==> src/rtl/smc_core.sv <==
// smc_core: register/dispatch core of the System Management Controller.
// Bridges an I2C slave byte interface to a keyboard and a mouse ps2_port.
//   clk6x, reset              : 48 MHz clock, synchronous active-high reset
//   devsel, rw_bit            : I2C transaction for this slave, direction
//   rxbyte, rxbyte_v          : byte written by the master
//   txbyte, txbyte_deq        : registered byte to send, consumed strobe
//   {kbd,mse}_rx, _rx_v       : received PS2 codes
//   {kbd,mse}_tx, _tx_v       : command byte/request to the ps2_port
//   {kbd,mse}_busy/acked/errd : ps2_port command handshake
module smc_core #(
  parameter int unsigned KBD_DEPTH_LOG2 = 3,
  parameter int unsigned MSE_DEPTH_LOG2 = 4,
  parameter int unsigned MSE_PKT_BYTES  = 3
) (
  input  logic       clk6x,
  input  logic       reset,
  input  logic       devsel,
  input  logic       rw_bit,
  input  logic [7:0] rxbyte,
  input  logic       rxbyte_v,
  output logic [7:0] txbyte,
  input  logic       txbyte_deq,
  input  logic [7:0] kbd_rx,
  input  logic       kbd_rx_v,
  input  logic [7:0] mse_rx,
  input  logic       mse_rx_v,
  output logic [7:0] kbd_tx,
  output logic       kbd_tx_v,
  output logic [7:0] mse_tx,
  output logic       mse_tx_v,
  input  logic       kbd_busy,
  input  logic       mse_busy,
  input  logic       kbd_acked,
  input  logic       mse_acked,
  input  logic       kbd_errd,
  input  logic       mse_errd
);

  localparam logic [7:0] REG_KBD_DATA = 8'h07;
  localparam logic [7:0] REG_KBD_STAT = 8'h18;
  localparam logic [7:0] REG_KBD_CMD  = 8'h19;
  localparam logic [7:0] REG_MSE_DATA = 8'h21;
  localparam logic [7:0] REG_MSE_CMD  = 8'h22;
  localparam logic [7:0] REG_MSE_STAT = 8'h23;
  localparam logic [7:0] REG_FLAGS    = 8'h24;

  localparam int unsigned KBD_DEPTH = 1 << KBD_DEPTH_LOG2;
  localparam int unsigned MSE_DEPTH = 1 << MSE_DEPTH_LOG2;
  localparam logic [3:0] PKT_IDX = 4'(MSE_PKT_BYTES);
  localparam logic [MSE_DEPTH_LOG2:0] PKT_CNT = (MSE_DEPTH_LOG2+1)'(MSE_PKT_BYTES);

  typedef enum logic [7:0] {
    ST_IDLE = 8'h00,
    ST_PEND = 8'h01,
    ST_ACK  = 8'hFA,
    ST_ERR  = 8'hFE
  } status_t;

  logic [7:0]                kbd_mem [KBD_DEPTH];
  logic [KBD_DEPTH_LOG2-1:0] kbd_rd, kbd_wr;
  logic [KBD_DEPTH_LOG2:0]   kbd_cnt;
  logic [7:0]                mse_mem [MSE_DEPTH];
  logic [MSE_DEPTH_LOG2-1:0] mse_rd, mse_wr;
  logic [MSE_DEPTH_LOG2:0]   mse_cnt;

  status_t    kbd_status, mse_status;
  logic       kbd_ovf, mse_ovf;
  logic [3:0] idx;
  logic [7:0] regnum;
  logic       rd_q, pkt_ok, kbd_sent;

  logic       rd_txn, wr_byte, first_rd, pkt_ok_eff, mse_pkt_avail, kbd_nempty;
  logic       kbd_deq, mse_deq, kbd_enq, mse_enq;
  logic       kbd_acc, mse_acc, kbd_clr, mse_clr, flag_clr;
  logic [7:0] tx_next;

  function automatic status_t next_status(status_t cur, logic acc, logic ack,
                                          logic err, logic clr);
    if (acc)      return ST_PEND;
    else if (ack) return ST_ACK;
    else if (err) return ST_ERR;
    else if (clr) return ST_IDLE;
    return cur;
  endfunction

  assign rd_txn        = devsel & rw_bit;
  assign wr_byte       = devsel & ~rw_bit & rxbyte_v;
  assign first_rd      = rd_txn & ~rd_q;
  assign mse_pkt_avail = (mse_cnt >= PKT_CNT);
  assign kbd_nempty    = (kbd_cnt != '0);
  // Packet availability is frozen at the start of a read so a packet is
  // either streamed whole or not touched at all.
  assign pkt_ok_eff    = first_rd ? mse_pkt_avail : pkt_ok;

  // kbd_sent tracks whether the registered txbyte came from the FIFO, so a
  // byte landing in an empty FIFO during a dequeue is never dropped unseen.
  assign kbd_deq = rd_txn & txbyte_deq & (regnum == REG_KBD_DATA) & kbd_sent & kbd_nempty;
  assign mse_deq = rd_txn & txbyte_deq & (regnum == REG_MSE_DATA) & pkt_ok_eff &
                   (idx < PKT_IDX) & (mse_cnt != '0);
  assign kbd_enq = kbd_rx_v & (~kbd_cnt[KBD_DEPTH_LOG2] | kbd_deq);
  assign mse_enq = mse_rx_v & (~mse_cnt[MSE_DEPTH_LOG2] | mse_deq);

  assign kbd_acc = wr_byte & (idx == 4'd1) & (regnum == REG_KBD_CMD) &
                   ~kbd_tx_v & (kbd_status != ST_PEND);
  assign mse_acc = wr_byte & (idx == 4'd1) & (regnum == REG_MSE_CMD) &
                   ~mse_tx_v & (mse_status != ST_PEND);
  assign kbd_clr = rd_txn & txbyte_deq & (regnum == REG_KBD_STAT) &
                   ((kbd_status == ST_ACK) | (kbd_status == ST_ERR)) & (txbyte == kbd_status);
  assign mse_clr = rd_txn & txbyte_deq & (regnum == REG_MSE_STAT) &
                   ((mse_status == ST_ACK) | (mse_status == ST_ERR)) & (txbyte == mse_status);
  assign flag_clr = rd_txn & txbyte_deq & (regnum == REG_FLAGS);

  always_comb begin
    tx_next = 8'hFF;
    case (regnum)
      REG_KBD_DATA: tx_next = kbd_nempty ? kbd_mem[kbd_rd] : 8'h00;
      REG_KBD_STAT: tx_next = kbd_status;
      REG_MSE_DATA: tx_next = (rd_txn & pkt_ok_eff & (idx < PKT_IDX)) ? mse_mem[mse_rd] : 8'h00;
      REG_MSE_STAT: tx_next = mse_status;
      REG_FLAGS:    tx_next = {mse_ovf, kbd_ovf, 4'b0000, mse_pkt_avail, kbd_nempty};
      default:      tx_next = 8'hFF;
    endcase
  end

  always_ff @(posedge clk6x) begin
    if (kbd_enq) kbd_mem[kbd_wr] <= kbd_rx;
    if (mse_enq) mse_mem[mse_wr] <= mse_rx;
  end

  always_ff @(posedge clk6x) begin
    if (reset) begin
      txbyte     <= 8'hFF;
      kbd_tx     <= '0;
      kbd_tx_v   <= 1'b0;
      mse_tx     <= '0;
      mse_tx_v   <= 1'b0;
      kbd_rd     <= '0;
      kbd_wr     <= '0;
      kbd_cnt    <= '0;
      mse_rd     <= '0;
      mse_wr     <= '0;
      mse_cnt    <= '0;
      kbd_status <= ST_IDLE;
      mse_status <= ST_IDLE;
      kbd_ovf    <= 1'b0;
      mse_ovf    <= 1'b0;
      idx        <= '0;
      regnum     <= '0;
      rd_q       <= 1'b0;
      pkt_ok     <= 1'b0;
      kbd_sent   <= 1'b0;
    end else begin
      txbyte   <= tx_next;
      kbd_sent <= kbd_nempty;
      rd_q     <= rd_txn;
      if (first_rd) pkt_ok <= mse_pkt_avail;

      if (!devsel)                                     idx <= '0;
      else if ((rxbyte_v | txbyte_deq) && idx != 4'hF) idx <= idx + 4'd1;

      if (wr_byte && idx == 4'd0) regnum <= rxbyte;

      if (kbd_acc) begin
        kbd_tx   <= rxbyte;
        kbd_tx_v <= 1'b1;
      end else if (kbd_tx_v && !kbd_busy) begin
        kbd_tx_v <= 1'b0;
      end
      if (mse_acc) begin
        mse_tx   <= rxbyte;
        mse_tx_v <= 1'b1;
      end else if (mse_tx_v && !mse_busy) begin
        mse_tx_v <= 1'b0;
      end

      kbd_status <= next_status(kbd_status, kbd_acc, kbd_acked, kbd_errd, kbd_clr);
      mse_status <= next_status(mse_status, mse_acc, mse_acked, mse_errd, mse_clr);

      if (kbd_enq) kbd_wr <= kbd_wr + 1'b1;
      if (kbd_deq) kbd_rd <= kbd_rd + 1'b1;
      case ({kbd_enq, kbd_deq})
        2'b10:   kbd_cnt <= kbd_cnt + 1'b1;
        2'b01:   kbd_cnt <= kbd_cnt - 1'b1;
        default: ;
      endcase
      if (mse_enq) mse_wr <= mse_wr + 1'b1;
      if (mse_deq) mse_rd <= mse_rd + 1'b1;
      case ({mse_enq, mse_deq})
        2'b10:   mse_cnt <= mse_cnt + 1'b1;
        2'b01:   mse_cnt <= mse_cnt - 1'b1;
        default: ;
      endcase

      // A byte dropped in the same cycle as a flags read stays flagged.
      if (kbd_rx_v && !kbd_enq) kbd_ovf <= 1'b1;
      else if (flag_clr)        kbd_ovf <= 1'b0;
      if (mse_rx_v && !mse_enq) mse_ovf <= 1'b1;
      else if (flag_clr)        mse_ovf <= 1'b0;
    end
  end

endmodule

==> config.mk <==
export PLATFORM = sky130hd
export DESIGN_NAME = smc_core
export DESIGN_NICKNAME = d
export VERILOG_FILES = /design/src/rtl/smc_core.sv
export SDC_FILE = /design/constraint.sdc
export NUM_CORES = 1
export LEC_CHECK = 0
export ABC_AREA = 0
export CAP_MARGIN = 20
export CORE_MARGIN = 1.5
export CORE_UTILIZATION = 51
export CTS_BUF_LIST = sky130_fd_sc_hd__clkbuf_4 sky130_fd_sc_hd__clkbuf_8
export DETAILED_ROUTE_END_ITERATION = 7
export PLACE_DENSITY = 0.78
export SLEW_MARGIN = 5
export SYNTH_ARGS = -nofsm -noshare
export SYNTH_HDL_FRONTEND = slang
export SYNTH_SLANG_ARGS = --single-unit
==> constraint.sdc <==
create_clock -name clk6x -period 4.45 [get_ports clk6x]
set_input_delay 0.89 -clock clk6x [delete_from_list [all_inputs] [get_ports clk6x]]
set_output_delay 0.89 -clock clk6x [all_outputs]
set_load 0.03 [all_outputs]
---- After elaboration in Yosys (flattened, before gate mapping) ----
Memories as Yosys holds them, arrays and structs flattened. A register that Yosys moved wholly into a read port is not among the register bits.
Index checks and enable logic that the tools add are counted.
word-level totals
  input port bits ......................... 38
  register bits ........................... 82
  word-level logic and storage cells ...... 155
  memories kept ........................... 2
  output and inout port bits .............. 26
  bits in writable memories ............... 192
memory list
  name     words  width  read ports  clocked after Yosys merged registers in  write ports  line  source
  mse_mem  16     8      1           1                                        1            62    logic [7:0] mse_mem [MSE_DEPTH];
  kbd_mem  8      8      1           1                                        1            59    logic [7:0] kbd_mem [KBD_DEPTH];
operators by class
  reductions and logical operators ........ 20
  order comparisons ....................... 2
  $add $sub $neg .......................... 9
  multiplexer cells ....................... 39
  bitwise operators ....................... 42
  eq/ne operators ......................... 21
operators by type and width
  operator             number
  $mux 8               10
  $pmux 8 s5           1
  $eq 8x6->1 const B   4
  $eq 8x8->1 const B   4
  $and 1x1->1          30
  $mux 1               22
  $add 4x1->4 const B  4
  $eq 8x5->1 const B   2
  $eq 8x8->1           2
  $ne 8x1->1 const B   2
  $reduce_bool 2->1    6
  $pmux 5 s2           1
  $eq 8x3->1 const B   1
  $mux 4               2
  $pmux 4 s2           1
  $not 1->1            7
  $add 3x1->3 const B  2
  $logic_and 1x1->1    6
  $mux 3               2
  $add 5x1->5 const B  1
  $ge 5x2->1 const B   1
  $or 1x1->1           5
  $reduce_bool 5->1    1
  $sub 5x1->5 const B  1
  10 further kinds     15

---- Longest topological paths before layout ----
Gate-level depths: netlist (run 1).
  word-level depth ........................ 11
  gate-level depth with buffers ........... 13
  mapped depth without buffers ............ 12

---- Least setup slack after synthesis (run 1) ----
No wires, ideal clock.
  path type ............................... input to register
  start ................................... input port devsel
  end ..................................... register mse_cnt[4]
  path slack .............................. 1045 ps
  cell stages on the path ................. 12
  data arrival time ....................... 3335 ps
  setup time .............................. 70 ps
  data required time ...................... 4380 ps
  path through ............................ nor3b_2 nand4_2 or2_1 buf_4 nor3_1 ha_1 ha_1 a21o_1 a21oi_1 xor2_1 or3_1 a21oi_1
on the way
  word-level cells in the longest chain between the ends .. 10
  elaborated cells between the ends (all ways) .. 14
  those cells by class .................... eq/ne (2); mux (2); bitwise (9); reduce/logical (1)
RTL lines
  what                                             line    source
  start: declaration                               17      input logic devsel,
  $and 1x1->1 (*)                                  86      assign rd_txn = devsel & rw_bit;
  $and 1x1->1, on equally long branches            98, 88
  $and 1x1->1 or $mux 1 (tied branches)            -
  $and 1x1->1 (*) (2 in a row)                     98      assign mse_deq = rd_txn & txbyte_deq & (regnum == REG_MSE_DATA) & pkt_ok_eff &
  $and 1x1->1 (*)                                  99      (idx < PKT_IDX) & (mse_cnt != '0);
  net mse_deq                                      73      logic kbd_deq, mse_deq, kbd_enq, mse_enq;
  $or 1x1->1                                       101     assign mse_enq = mse_rx_v & (~mse_cnt[MSE_DEPTH_LOG2] | mse_deq);
  $and 1x1->1                                      101
  $eq 2x1->1 or $eq 2x2->1 (tied branches)         188     case ({mse_enq, mse_deq})
  $pmux 5 s2 or $reduce_bool 2->1 (tied branches)  -
  end signal: assignment                           189     2'b10: mse_cnt <= mse_cnt + 1'b1;
  end signal: assignment                           190     2'b01: mse_cnt <= mse_cnt - 1'b1;
  end: declaration                                 64      logic [MSE_DEPTH_LOG2:0] mse_cnt;
The timed path passes the listed nets; every way through them passes the cells marked *.
A chain may end at the register's enable or synchronous reset.

---- Final worst setup path (run 1) ----
Same ends and word-level chain as after synthesis.

==> flow_summary.toml, run 1 <==
[run_status]
status = "completed"

[synth]
synth.ff_latch_count = 271
ys_seq_area_share_pct = 66.70
syn-cell-area_sq_mm = 0.01102
synth_edf_count = 192
syn_nets = 764
ys_types = 56
synth_flop_cell = "edfxtp_1"
synthCells = 707
synth_warnings = 0
synth_async_sr_flop_share_pct = 0
syn_area_per_cell_sq_um = 15.58

[clock_network]
root_buffer = "clkbuf_8"
post_cts_buffers = 0
cts.clk_slew.worst_paths_ns = 0.06
clockBufferDepth = 3
cts_buffers = 42
h-tree-depth = 2
cts_tree = "done"
cts_num_sinks = 271
cts_hold_buf = 0
insertion_delay_ns = 0.54
cts_resized = 0

[hold_path]
min_to = "kbd_ovf"
hold_depth = 2
hp-start = "kbd_ovf"
min_path_type = "reg2reg"

[grt]
grt_pass1_wl_um = 35670
grt_pass1_vias = 6770
grt_overflow_total = 0
antenna_found_initial = 1
grtUsageTotal_pct = 20.92
grt_start_max_net_pins = 63

[die]
core_area_sq_mm = 0.02109
die-area_sq_mm = 0.02249
die_h_um = 150.0
fp.dieW_um = 150.0
io_pins = 64
start_util_pct = 52.24
rows = 53

[worst_setup_path]
critPathKind = "in2reg"
cp-startpoint = "devsel"
path_max_fanout = 5
ff2ff_setup_slack_ns = 1.19
crit_buf_inv = 1
required_ns = 4.91
reg2reg_from = "idx[0]"
crit_path_cell_trace = "clkdlybuf4s50_1 -> nor3b_2 -> nand4_2 -> or2_1 -> nor3_1 -> ha_1 -> ha_1 -> a21o_1 -> a21oi_1 -> xor2_1 -> or3_1 -> a21oi_1"
reg2reg_to = "mse_cnt[4]"
arrival_ns = 4.04
critical_path.top_delay_family = "simple AND/OR/NAND/NOR gates"
cp_slowest_cell = "clkdlybuf4s50_1"
endpoint_kind = "flip-flop"
slowest_delay_ns = 0.55
startpoint_type = "primary input"
reg2reg_depth = 12

[timing]
max_freq_ghz = 0.2794
slew_viol_final = 0
fin_hold_ws_ns = 0.4940
fin_crit_ns = 3.579
worstMarginPinSlew_ns = 1.066
tns_ns = 0
rsz0062_at_grt = "no"
setup_violations = 0
fin_crit_sh_pct = 80.42
slew_headroom_pct = 28.80
fin_skew_ns = 0.02286
hold_viol = 0

[place]
place.gp.congestion = 0.9423
dpl.hpwl_um = 15490
portBuffers = 63

[drt]
wl_um = 22800
vias = 6426
postRouteAntennaNets = 0
post_drt_via_cell_ratio = 5.763
drt_iter0_drc = 500
dr.pass1.iters = 5
drc = 0
avgRoutedWirePerCell_um = 20.44

[power]
power_density_mw_per_mm2 = 392.1
ir_drop_mv = 0.2309
leakage_nw = 4.317

[final_layout]
drive_gt1_share_pct = 18.47
layout.nets = 866
multi_input_area_sq_mm = 0.003457
syn_to_final_growth_pct = 16.61
fillers = 1495
register_area_sq_mm = 0.007348

[run]
drv_cap = 0
==> Yosys cell counts, types with 13 or more instances <==
| cell | count | area (sq um) |
|---|---|---|
| a211oi_1 | 15 | 112.6 |
| nor2_1 | 85 | 319.1 |
| inv_1 | 14 | 52.55 |
| ha_1 | 17 | 212.7 |
| nor3_1 | 13 | 65.06 |
| a21oi_1 | 21 | 105.1 |
| edfxtp_1 | 192 | 5766 |
| mux4_2 | 48 | 1081 |
| dfxtp_1 | 79 | 1582 |
| xor2_1 | 13 | 113.9 |
| mux2i_1 | 46 | 460.4 |
| nand2_1 | 21 | 78.83 |
==> cell families after synthesis <==
logic type	Yosys count	synth area share, %
flops	271	66.70
simple gates	196	9.132
mux	95	14.10
compound gates	65	4.430
buf+inv	43	1.920
fa+ha+maj	19	2.294
xor+xnor	18	1.431
==> final cells by class <==
| cell class | count | area share (%) |
|---|---|---|
| clock inverter | 10 | 0.6624 |
| tap | 275 | 2.679 |
| multi-input combinational | 393 | 26.91 |
| inverter | 14 | 0.4091 |
| clock buffer | 64 | 5.835 |
| sequential | 271 | 57.21 |
| timing repair buffer | 87 | 6.273 |
| antenna | 1 | 0.01948 |
==> stage by stage <==
stage	cell area [sq um]	util, %	std cells	setup WS (ns)	power [mW]
finish	12840	60.91	1115	0.8712	5.037
global route	12840	60.90	1114	0.6501	5.209
CTS	12840	60.90	1114	0.9302	5.073
detailed placement	12010	56.94	1040	0.3694	3.040
global placement	12010	56.94	1040	0.4687	3.024
floorplan	11020	-	707	1.045	2.924
==> routing by layer <==
layer / part of all wire (%) / GRT usage (%) / wire [um] / vias to the layer above
met2: 50 / 35.53 / 11390 / 235
met3: 6.1 / 4.055 / 1394 / 49
met4: 2.7 / 7.451 / 605 / 0
met5: 0 / 0 / 0 / -
met1: 41 / 26.82 / 9411 / 3200
li1: - / - / - / 2942
==> registers in the layout, summed over array words and instances (netlist names), 3 cells and up, named ones only <==
register and count:
mse_wr 4, kbd_mem 64, idx 4, kbd_tx 8, regnum 8, mse_cnt 5
mse_rd 4, mse_tx 8, txbyte 8, kbd_rd 3, mse_mem 128, kbd_status 3
kbd_wr 3, mse_status 3, kbd_cnt 4
==> worst register-to-register path: cells and delay by family, from the launching register on <==
family / cells / cell delay (ns)
AO/OA/AOI/OAI: 3 / 0.50
AND/OR/NAND/NOR: 5 / 1.33
adder cells (fa/ha/maj): 3 / 0.91
XOR/XNOR: 1 / 0.10
flip-flops: 1 / 0.36
==> report_power, final <==
part / switching, mW / total (mW) / internal, mW
combinational: 0.124 / 0.215 / 0.0908
clock: 0.910 / 2.05 / 1.14
sequential: 0.0278 / 2.77 / 2.74
==> cell usage in the layout, fill, tap and decap left out, types with 7 or more instances in the layout <==
| cell type | n |
|---|---|
| a211oi_1 | 15 |
| a21oi_1 | 21 |
| buf_4 | 24 |
| clkbuf_4 | 21 |
| clkbuf_8 | 43 |
| clkdlybuf4s50_1 | 62 |
| dfxtp_1 | 78 |
| edfxtp_1 | 192 |
| ha_1 | 17 |
| inv_1 | 14 |
| mux2i_1 | 46 |
| mux4_2 | 48 |
| nand2_1 | 21 |
| nand2b_1 | 7 |
| nand3_1 | 11 |
| nand4_1 | 8 |
| nor2_1 | 85 |
| nor2b_1 | 9 |
| nor3_1 | 13 |
| o21ai_0 | 7 |
| or3_1 | 11 |
| xor2_1 | 13 |
==> worst max path at each step <==
stage | end | depth (start not counted)
CTS | mse_cnt[4] | 12
global placement | mse_cnt[4] | 12
finish | mse_cnt[4] | 12
detailed placement | mse_cnt[4] | 12
global route | mse_cnt[4] | 12
floorplan | mse_cnt[4] | 12
Note: power is estimated with default switching activity, not from simulation.
==> run 2: changes to the inputs <==
==> constraint.sdc (replaced) <==
create_clock -name clk6x -period 3.64 [get_ports clk6x]
set_input_delay 0.728 -clock clk6x [delete_from_list [all_inputs] [get_ports clk6x]]
set_output_delay 0.728 -clock clk6x [all_outputs]
set_load 0.03 [all_outputs]
==> run 2 against run 1 <==
Net effect:
- first-iteration DRC count fell by 10%
- via count rose by 2.1%
- non-clock buffer count rose by 23
- clock-buffer cell count fell by 7
- worst hold slack got worse by 0.0059 ns
- final cell count rose by 2.2%
- setup slack got worse by 0.51 ns
- critical endpoint unchanged
==> flow_summary.toml, run 2 (same netlist as run 1, synthesis figures left out) <==
[clock_network]
cts_resized = 0
clockBufferDepth = 3
h-tree-depth = 2
cts_hold_buf = 0
insertion_delay_ns = 0.55
root_buffer = "clkbuf_8"
cts_num_sinks = 271
cts_tree = "done"
cts.clk_slew.worst_paths_ns = 0.06
cts_buffers = 42
post_cts_buffers = 0

[drt]
avgRoutedWirePerCell_um = 20.15
vias = 6560
postRouteAntennaNets = 0
wl_um = 22970
drc = 0
dr.pass1.iters = 5
drt_iter0_drc = 450
post_drt_via_cell_ratio = 5.754

[die]
rows = 53
io_pins = 64
die-area_sq_mm = 0.02249
core_area_sq_mm = 0.02109
die_h_um = 150.0
fp.dieW_um = 150.0
start_util_pct = 52.24

[place]
dpl.hpwl_um = 15740
post_dp_cell_area_sq_mm = 0.01218
portBuffers = 63
pre_cts_slack_ns = -0.1326
place.gp.congestion = 0.9624

[final_layout]
layout.nets = 889
final_common_cell = "edfxtp_1"
fillers = 1485
top_regs = "mse_mem: 128 flops, kbd_mem: 64 flops"
design_area_sq_mm = 0.01307
largest_reg_flops = 128
layout_common_cells = "192 x edfxtp_1, 85 x nor2_1, 78 x dfxtp_1"
syn_to_final_growth_pct = 18.62
drive_gt1_share_pct = 20.83
top_register = "mse_mem"

[worst_setup_path]
critical_path.top_delay_family = "simple AND/OR/NAND/NOR gates"
reg2reg_from = "idx[0]"
endpoint_kind = "flip-flop"
slowest_delay_ns = 0.51
crit_path_cell_trace = "clkdlybuf4s50_1 -> nor3b_2 -> nand4_2 -> or2_1 -> nor3_1 -> ha_1 -> ha_1 -> a21o_1 -> a21oi_1 -> xor2_1 -> or3_1 -> a21oi_1"
critPathKind = "in2reg"
path_max_fanout = 4
crit_buf_inv = 1
required_ns = 4.11
reg2reg_depth = 12
startpoint_type = "primary input"
cp_slowest_cell = "clkdlybuf4s50_1"
reg2reg_to = "mse_cnt[4]"
ff2ff_setup_slack_ns = 0.45
arrival_ns = 3.75

[run]
drv_cap = 0

[hold_path]
hold_depth = 2
min_path_type = "reg2reg"
hp-start = "kbd_rd[1]"
min_to = "kbd_rd[1]"

[grt]
grtUsageTotal_pct = 20.99
grt_pass1_wl_um = 35830
grt_start_max_net_pins = 38
grt_overflow_total = 0
antenna_found_initial = 1
grt_pass1_vias = 6738

[timing]
hold_viol = 0
fin_skew_ns = 0.02858
fin_crit_ns = 3.279
worstMarginPinSlew_ns = 1.096
max_freq_ghz = 0.3050
slew_headroom_pct = 26.82
setup_violations = 0
slew_viol_final = 0
fin_crit_sh_pct = 90.09
rsz0062_at_grt = "no"
timing.final.ws_setup_ns = 0.3609

[run_status]
status = "completed"

[power]
leakage_nw = 4.463
power_density_mw_per_mm2 = 478.3
total_power_mw = 6.250
ir_drop_mv = 0.2352
run 2: metal layers:
metal  up-vias  part of all wire (%)  GRT usage [%]
li1       2981                     -              -
met1      3271                    41          26.11
met2       265                    51          36.81
met3        43                   6.5          3.994
met4         0                   2.1          6.961
met5         -                     0              0
run 2: cell type report:
cell class	count	area, sq um	share of cell area, %
multi-input cells	393	3457	26.46
flip-flops and latches	271	7348	56.24
clock inverters	19	155.1	1.187
diodes	1	2.502	0.01915
repair buffers	110	978.4	7.488
clock buffers	57	728.2	5.573
well taps	275	344.1	2.633
inverters	14	52.55	0.4022
run 2: where the power goes:
group          internal, mW  switching [mW]  leakage (nW)
Clock                  1.46            1.13         0.474
Combinational         0.115           0.156          1.61
Sequential             3.36          0.0333          2.38
Total                  4.93            1.32          4.46
run 2: worst max path at each step:
stage	startpoint	endpoint	slack, ns	cells past startpoint
after floorplan	devsel	mse_cnt[4]	0.40	12
after global placement	rw_bit	mse_cnt[4]	0.02	12
final	devsel	mse_cnt[4]	0.36	12
after CTS	devsel	mse_cnt[4]	0.41	12
after global routing	devsel	mse_cnt[4]	0.17	12
after detailed placement	devsel	mse_cnt[4]	-0.13	12
run 2: metrics by stage:
| step | cells | utilization (%) | hold slack, ns | setup TNS [ns] |
|---|---|---|---|---|
| 5_1_grt | 1139 | 61.95 | 0.5219 | 0 |
| 3_3_place_gp | 1063 | 57.76 | 0.4671 | 0 |
| 6_report | 1140 | 61.96 | 0.4881 | 0 |
| 3_5_place_dp | 1063 | 57.76 | 0.4757 | -0.1326 |
| 4_1_cts | 1139 | 61.95 | 0.4844 | 0 |
| 2_1_floorplan | 707 | - | 0.4496 | 0 |
run 2: worst register-to-register path, stage by stage, from the launching register on:
cell and delay [ns]:
dfxtp_1 0.36, ha_1 0.25, and4bb_2 0.31, nand4_2 0.13
or2_1 0.27, nor3_1 0.26, ha_1 0.31, ha_1 0.29
a21o_1 0.19, a21oi_1 0.20, xor2_1 0.11, or3_1 0.31
a21oi_1 0.14
==> RTL change, RTL diff (flow settings as in run 1) <==
The parameter `KBD_DEPTH_LOG2` goes from 3 to 4.
--- a/src/rtl/smc_core.sv
+++ b/src/rtl/smc_core.sv
@@ -9,5 +9,5 @@
 //   {kbd,mse}_busy/acked/errd : ps2_port command handshake
 module smc_core #(
-  parameter int unsigned KBD_DEPTH_LOG2 = 3,
+  parameter int unsigned KBD_DEPTH_LOG2 = 4,
   parameter int unsigned MSE_DEPTH_LOG2 = 4,
   parameter int unsigned MSE_PKT_BYTES  = 3
Formal check against the unedited RTL: same outputs for any inputs over 4 cycles, from zero or initial values and one cycle with reset high; that may be too few to reach the edited logic, so the function may still have changed.
==> RTL change against run 1 <==
- total power is 26% higher
- worst hold slack hardly changed
- critical endpoint is now kbd_cnt[4]$_SDFFE_PP0P_
- sequential share of layout area is 1.5 points higher
- sequential cell count is 68 higher
- setup slack better by 57 ps
- sequential power is 25% higher
- count of clock-buffer cells in the layout is 13 higher
- wire length is 25% higher
- combinational power is 5% higher
- cell area is 24% higher
- synthesized area is 25% higher
==> RTL change: results (changes against run 1) <==
| Metric | Value |
|---|---|
| LEAKAGE | `5.27 nW (+22%)` |
| Vias in the first global route | `8,001 (+18%)` |
| Post-synth EDFFs | `256 (+33%)` |
| Clk_lat worst skew | `600 ps (+60 ps)` |
| Global-route wire length before repair | `44,600 µm (+25%)` |
| Pre-CTS setup slack | `380 ps (+10.5 ps)` |
| Outcome | `complete, no violations` |
| Final cell count without fillers | `1,342 (+20%)` |
| Antenna diode count | `0 (-1)` |
| Critical path origin | `txbyte_deq` |
| Yosys cell types | `61 (+8.9%)` |
| Worst IR Drop VDD | `0.226 mV (-2.2%)` |
| Biggest regs | `kbd_mem (128), mse_mem (128)` |
| Vias/cell | `5.90 (+2.5%)` |
| Power density cells | `400 nW/µm² (+2.0%)` |
| Reg2Reg Depth | `11 (-1)` |
| Placed instance count | `1,243 (+20%)` |
| Worst Path Arrival | `4030 ps (about the same)` |
| Critical path peak fanout | `6 (+1)` |
| Synth area leaders | `edfxtp_1 (56%), dfxtp_1 (12%), mux4_2 (10%), mux2i_1 (3.8%), nor2_1 (2.4%)` |
| Seq/Total Area, Yosys | `67.9% (+1.2 points)` |
| Initial antenna violation count | `0 (-1)` |
| Ratio of cells with drive above 1 in the final layout | `19.5% (+0.99 points)` |
| Hold wc startpoint | `mse_rd[3]$_SDFFE_PP0P_` |
| Final HPWL DP | `18,400 µm (+19%)` |
| Synthesized Nets | `927 (+21%)` |
| Hold slack | `494 ps (-0.485 ps)` |
| Skew final | `35.5 ps (+12.6 ps)` |
| # fillers | `1,938 (+30%)` |
| GPL Wtd Cong | `0.795 (-16%)` |
| Routed WL per cell | `21.2 µm (+3.6%)` |
| Reg2Reg Launch Point | `regnum[3]$_SDFFE_PP0P_` |
| Total GRT Usage | `20.9% (-0.042 points)` |
| CTS Buf Count | `53 (+26%)` |
| Post-DP Area | `14,800 µm² (+23%)` |
[RTL change: changes by cell type after synthesis, moves of 5 or more]
cell,run 1,this run
mux2i_1,46,52
mux2_2,1,9
o22ai_1,0,5
clkbuf_1,11,25
and3_1,3,17
mux4_2,48,61
buf_4,5,0
or4_1,3,9
edfxtp_1,192,256
[RTL change: power by group through the flow]
stage / registers, mW / clock network [mW] / logic [mW]
final: 3.47 / 2.68 / 0.225
after floorplan: 3.52 / 0 / 0.115
after global placement: 3.53 / 0 / 0.217
after global routing: 3.47 / 2.85 / 0.247
after CTS: 3.47 / 2.72 / 0.225
after detailed placement: 3.53 / 0 / 0.223
[RTL change: logic make-up after synthesis]
kind of cell | count (synthesis) | synth area share (%)
AND/OR/NAND/NOR | 226 | 8.48
buffers and inverters | 61 | 1.85
flip-flops | 339 | 67.9
adder cells (fa/ha/maj) | 23 | 2.20
AO/OA/AOI/OAI | 79 | 4.06
multiplexers | 122 | 14.5
XOR/XNOR | 16 | 1.02
[RTL change: final cells by class]
cell class              count  area share, %
inverters                  19          0.448
clock inverters            22           1.09
flip-flops and latches    339           58.7
repair buffers             84           4.92
multi-input cells         466           26.3
well taps                 335           2.63
clock buffers              77           5.91
[RTL change: routing by layer]
layer / up-vias / global-route usage [%] / share of wire (%)
met5: - / 0 / 0
met4: 0 / 7.44 / 2.3
met3: 55 / 3.62 / 6.4
met2: 303 / 33.8 / 49
met1: 3985 / 28.8 / 42
li1: 3581 / - / -
[RTL change: critical path, stage by stage]
cell and delay (ps):
clkdlybuf4s50_1 570, nand4_1 270, o31ai_4 270, and2_1 300, inv_2 70, ha_1 230
ha_1 320, nor2b_1 150, o21ai_0 200, a21oi_1 120, or4_1 480, a21oi_1 140
